## src/rtl/pivot_capture.sv

```systemverilog
// Pivot row/column extractor: watches the row-major tile stream and writes
// pivot row k or pivot column k, packed L elements per word, to the pivot RAM.
module pivot_capture #(
  parameter int unsigned WIDTH      = 16,
  parameter int unsigned L          = 4,
  parameter int unsigned B          = 32,
  parameter int unsigned ADDR_WIDTH = 3,
  parameter int unsigned K_WIDTH    = 5
) (
  input  logic                  clk,
  input  logic                  rst,
  input  logic                  start,
  input  logic                  col_mode,
  input  logic [K_WIDTH-1:0]    k,
  input  logic                  in_valid,
  input  logic [L*WIDTH-1:0]    in_data,
  output logic                  we,
  output logic [ADDR_WIDTH-1:0] a_w,
  output logic [L*WIDTH-1:0]    di,
  output logic                  busy,
  output logic                  done
);

  localparam int unsigned LANE_BITS = $clog2(L);
  localparam int unsigned DW        = L * WIDTH;
  localparam logic [ADDR_WIDTH-1:0] CB_LAST = ADDR_WIDTH'(B / L - 1);
  localparam logic [K_WIDTH-1:0]    R_LAST  = K_WIDTH'(B - 1);

  typedef enum logic [1:0] {
    IDLE   = 2'd0,
    STREAM = 2'd1,
    DONE   = 2'd2
  } state_e;

  state_e                state_q, state_d;
  logic [K_WIDTH-1:0]    k_q, k_d;
  logic                  mode_q, mode_d;
  logic [ADDR_WIDTH-1:0] cb_q, cb_d;
  logic [K_WIDTH-1:0]    r_q, r_d;
  logic [DW-1:0]         pack_q, pack_d;
  logic                  we_q, we_d;
  logic [ADDR_WIDTH-1:0] a_w_q, a_w_d;
  logic [DW-1:0]         di_q, di_d;
  logic                  busy_q, busy_d;
  logic                  done_q, done_d;
  logic [WIDTH-1:0]      lane_sel;

  always_ff @(posedge clk or posedge rst) begin
    if (rst) begin
      state_q <= IDLE;
      k_q     <= '0;
      mode_q  <= 1'b0;
      cb_q    <= '0;
      r_q     <= '0;
      pack_q  <= '0;
      we_q    <= 1'b0;
      a_w_q   <= '0;
      di_q    <= '0;
      busy_q  <= 1'b0;
      done_q  <= 1'b0;
    end else begin
      state_q <= state_d;
      k_q     <= k_d;
      mode_q  <= mode_d;
      cb_q    <= cb_d;
      r_q     <= r_d;
      pack_q  <= pack_d;
      we_q    <= we_d;
      a_w_q   <= a_w_d;
      di_q    <= di_d;
      busy_q  <= busy_d;
      done_q  <= done_d;
    end
  end

  always_comb begin
    state_d  = state_q;
    k_d      = k_q;
    mode_d   = mode_q;
    cb_d     = cb_q;
    r_d      = r_q;
    pack_d   = pack_q;
    we_d     = 1'b0;
    a_w_d    = a_w_q;
    di_d     = di_q;
    lane_sel = '0;

    case (state_q)
      IDLE: begin
        if (start) begin
          state_d = STREAM;
          k_d     = k;
          mode_d  = col_mode;
          cb_d    = '0;
          r_d     = '0;
          pack_d  = '0;
        end
      end

      STREAM: begin
        if (in_valid) begin
          if (!mode_q) begin
            if (r_q == k_q) begin
              we_d  = 1'b1;
              a_w_d = cb_q;
              di_d  = in_data;
            end
          end else if (cb_q == ADDR_WIDTH'(k_q >> LANE_BITS)) begin
            // Pick lane k%L of this beat and drop it into pack lane r%L.
            for (int j = 0; j < int'(L); j++) begin
              if (k_q[LANE_BITS-1:0] == LANE_BITS'(j)) lane_sel = in_data[j*WIDTH +: WIDTH];
            end
            for (int j = 0; j < int'(L); j++) begin
              if (r_q[LANE_BITS-1:0] == LANE_BITS'(j)) pack_d[j*WIDTH +: WIDTH] = lane_sel;
            end
            if (r_q[LANE_BITS-1:0] == LANE_BITS'(L - 1)) begin
              we_d  = 1'b1;
              a_w_d = ADDR_WIDTH'(r_q >> LANE_BITS);
              di_d  = pack_d;
            end
          end

          if (cb_q == CB_LAST) begin
            cb_d = '0;
            r_d  = r_q + K_WIDTH'(1);
            if (r_q == R_LAST) state_d = DONE;
          end else begin
            cb_d = cb_q + ADDR_WIDTH'(1);
          end
        end
      end

      DONE:    state_d = IDLE;
      default: state_d = IDLE;
    endcase

    busy_d = (state_d == STREAM);
    done_d = (state_d == DONE);
  end

  assign we   = we_q;
  assign a_w  = a_w_q;
  assign di   = di_q;
  assign busy = busy_q;
  assign done = done_q;

endmodule

```

## config.mk

```make
export PLATFORM = sky130hd
export DESIGN_NAME = pivot_capture
export DESIGN_NICKNAME = d
export VERILOG_FILES = /design/src/rtl/pivot_capture.sv
export SDC_FILE = /design/constraint.sdc
export NUM_CORES = 1
export LEC_CHECK = 0
export ABC_AREA = 1
export BUFFER_PORTS_ARGS = -buffer_cell sky130_fd_sc_hd__buf_4
export CORE_UTILIZATION = 61
export CTS_CLUSTER_DIAMETER = 150
export DETAILED_ROUTE_END_ITERATION = 6
export HOLD_SLACK_MARGIN = 0.05
export PLACE_DENSITY_LB_ADDON = 0.12
export SYNTH_ARGS = -nofsm -noshare
export SYNTH_HDL_FRONTEND = slang
export SYNTH_SLANG_ARGS = --single-unit
export TNS_END_PERCENT = 20
```

## constraint.sdc

```tcl
create_clock -name clk -period 13.02 [get_ports clk]
set_input_delay 1.953 -clock clk [delete_from_list [all_inputs] [get_ports clk]]
set_output_delay 1.953 -clock clk [all_outputs]
set_load 0.005 [all_outputs]
```

Yosys cells after proc, flatten, opt, wreduce, memory -nomap -nowiden
Cells that the tools add are included.
- $add $sub $neg: 2
- eq/ne operators: 20
- muxes and demuxes: 40
- reduce and logical (&&, ||, !) cells: 10
- operator list (cell ; number):
    $mux 64 ; 8
    $mux 16 ; 8
    $pmux 64 s2 ; 1
    $mux 3 ; 7
    $mux 5 ; 3
    $eq 2x2->1 const B ; 5
    $ne 2x2->1 const B ; 5
    $pmux 5 s2 ; 1
    $reduce_and 5->1 ; 2
    $eq 2x1->1 const B ; 4
    $mux 2 ; 4
    $logic_not 2->1 ; 3
    $mux 1 ; 6
    $pmux 3 s2 ; 1
    $add 5x1->5 const B ; 1
    $eq 5x5->1 ; 1
    $eq 5x5->1 const B ; 1
    $ne 2x1->1 const B ; 2
    $pmux 2 s2 ; 1
    $reduce_and 4->1 ; 1
    $reduce_bool 2->1 ; 2
    $add 3x1->3 const B ; 1
    $eq 3x3->1 ; 1
    $eq 3x3->1 const B ; 1
    other kinds (2) ; 2
- flip-flop bits (word level): 150
- input port bits: 74
- output and inout bits: 70

Logic depth before layout (Yosys ltp)
- depth after elaboration: 10
- mapped depth: 11
- gate-level depth less buffers: 10

Least setup slack after synthesis
OpenSTA, ideal clock, no wires.
- kind: input-to-reg
- start: in in_valid
- end: reg pack_q[0]
- setup time: 0.065 ns
- data arrival time: 2.792 ns
- required time: 12.955 ns
- path slack: 10.163 ns
- cell stages on the path: 8
- buffers on the path: 1
- cell sequence: inv_1 nor2_4 inv_1 nand2_2 nand2_1 buf_2 nand2_1 nand2_1
- word-level cells in the longest chain between the ends: 2
- RTL lines (what ; line ; RTL):
    start: declaration ; 15 ; input logic in_valid,
    $ne 2x2->1 (no source line) ; - ;
    $reduce_and 5->1 (no source line) ; - ;
    end signal: assignment ; 67 ; pack_q <= pack_d;
    end: declaration ; 40 ; logic [DW-1:0] pack_q, pack_d;
Every way passes these cells.
A chain may end at the register's enable or synchronous reset.

Final worst setup path
- start: in in_valid
- end: reg pack_q[45]
The elaborated chain is that of the path after synthesis.

==> metrics <==
crit share post-route a little over a quarter; Max Freq a little under 300 MHz; Yosys top cell area share between 40 and 50%; Synth top cells by count nand2_1, dfrtp_1, nand3_1; CP endpoint kind register; post-synthesis cell area 8048 µm²; CTS resizes 0; setup ws final approximately 9.6 ns; vias slightly above 8000; layout cell share with drive strength beyond 1 between 10% and 20%; all-layer global routing usage 36.35%; hold crit path type register to register; Net Count, Synth about 1300; power per cell area ~240 nW/µm²; CP top delay family buffers and inverters; Peak VDD IR approximately 0.14 mV; die height roughly 120 µm; worst-path cell chain buf_4 > inv_1 > nor2_4 > inv_1 > nand2_2 > nand3_1 > inv_2 > nand2_1 > nand2_1; Port-buffer cells roughly 140; Gate Count Post-Synth approximately 1200; hold path start di[13]$_DFFE_PP0P_; pre-CTS setup slack just over 9 ns; DRC violations left 0; Pre-antenna DRT Iters 7; Pleak around 5.6 nW; number of flops mapped to enable cells by yosys 0; sequential fraction of the synthesis area a little under half; Remaining Overflow, GRT 0; postcts setup bufs 0; initial DRC count between 1000 and 1500; WS Path Type input port to register; P&R area growth vs syn 20.38%; row cnt between 40 and 50; YS warnings 0; core area roughly 13000 µm²; Fin. Hold Viols 0; antenna violations before repair 0; vias per inst between 5 and 6; CTS tree built; # diodes 0; min Tclk post-route between 3 and 4 ns; RSZ-0062 raised after global routing false; Distinct cells, synth 24; Final ANT Viol Nets 0; data required time at the worst endpoint 13.38 ns; ys flop type dfrtp_1; fin nets roughly 1400; WP buf/inv 4; Avg Cell Area, Syn 6.780 µm²; final wirelength between 20 and 25 mm; clk slew on worst S/H paths 0.06 ns; final setup violation count 0; total CTS buffers 17; Filler cells between 1000 and 1500; Worst setup SP type input port; Initial Util between 60% and 70%; slew margin rel. between 20% and 30%; Post-synth ARST share 100.0%; Fin Setup TNS 0 ns; htree depth 4; Synth area leaders dfrtp_1, nand2_1, nand3_1; first-pass GRT wire length 37.54 mm; count leader, synth nand2_1; dominant cell type by area after synthesis dfrtp_1; Hold Buf Count CTS 0; outcome finished clean; clk buf depth 2; vias in the first global route 7704; Data arrival, critical path around 3.8 ns; post-synthesis register bit count 150; largest net degree at the start of global routing 92; root buffer cell clkbuf_16; Top Ports between 100 and 150; die area approximately 14000 µm²; Worst-Skew Late Latency between 0.4 and 0.5 ns; # clock sinks 150; Die Span X between 100 and 150 µm; slowest stage cell, crit path inv_2; slowest stage delay, CP 0.82 ns; Avg WL per Cell around 16 µm; Final Slew Violations 0; max-cap check violation count 0; Max FO, Critical Path 64; Reg-to-Reg Start mode_q$_DFFE_PP0P_; HPWL Detailed about 15 mm; worst-margin pin slew 1.162 ns; GPL Wtd Cong ~0.90; CP startpoint in_valid; clock skew 0.008284 ns
## registers in the layout, summed over array words and instances (netlist names)
name	count
done	1
k_q	5
busy	1
mode_q	1
a_w	3
we	1
di	64
r_q	5
pack_q	64
state_q	2
cb_q	3
## layer usage
metal	GRT usage [%]	routed length (µm)
met2	58.42	11020
met3	7.467	2166
met4	17.89	874
met1	47.23	9497
met5	0	0
## final timing paths
path	endpoint	slack, ns	cells after the start
setup / recovery	pack_q[45]$_DFFE_PP0P_	9.58	9
hold / removal	di[13]$_DFFE_PP0P_	0.48	2
setup reg to reg	a_w[0]$_DFFE_PP0P_	9.86	11
hold reg to reg	di[13]$_DFFE_PP0P_	0.48	2
max in group asynchronous	pack_q[22]$_DFFE_PP0P_	10.02	3
min in group asynchronous	di[61]$_DFFE_PP0P_	1.68	2
## final cells by class
type / instances / area (µm²) / share of cell area (%)
Tap cell: 172 / 215.2 / 2.221
Multi-Input combinational cell: 948 / 3891 / 40.17
Timing Repair Buffer: 151 / 1134 / 11.70
Sequential cell: 150 / 3755 / 38.76
Clock buffer: 22 / 464.2 / 4.791
Clock inverter: 9 / 126.4 / 1.304
Inverter: 26 / 102.6 / 1.059
## power breakdown
part / internal [mW] / switching [mW]
combinational: 0.370 / 0.716
sequential: 0.648 / 0.110
clock: 0.309 / 0.195
## cell usage in the layout, fill, tap and decap left out, types with 4 or more instances in the layout
cell | netlist | final
buf_4 | 6 | 151
nand3_1 | 104 | 104
clkinv_2 | 0 | 4
clkbuf_16 | 0 | 17
dfrtp_1 | 150 | 149
nor2_1 | 9 | 9
or2_2 | 6 | 6
inv_1 | 23 | 21
ha_1 | 7 | 7
nand2_1 | 759 | 757
nor3_1 | 4 | 4
or2_1 | 10 | 10
o21ai_0 | 39 | 39
## logic make-up (layout without fill, tap and decap cells)
group	count (synthesis)	in the layout	synth area share, %
compound gates	44	44	2.767
simple gates	897	897	44.29
fa+ha+maj	7	7	1.088
buf+inv	89	208	5.208
flops	150	150	46.64
## stage by stage
stage	power, mW	util (%)	instances	cell area (µm²)	hold slack (ns)
after floorplan	1.463	-	1187	8048	0.4492
after global placement	1.791	71.51	1447	9097	0.4616
after detailed placement	1.813	71.51	1447	9097	0.4652
after CTS	2.324	76.15	1478	9688	0.4807
after global routing	2.518	76.15	1478	9688	0.4926
final	2.348	76.15	1478	9688	0.4785
## worst register-to-register path: cells and delay by family (launching register included)
kind            cells  cell delay [ns]
simple gates        5             0.93
flops               1             0.38
buf+inv             4             1.49
compound gates      2             0.23
Power figures use the tool's default switching activity.
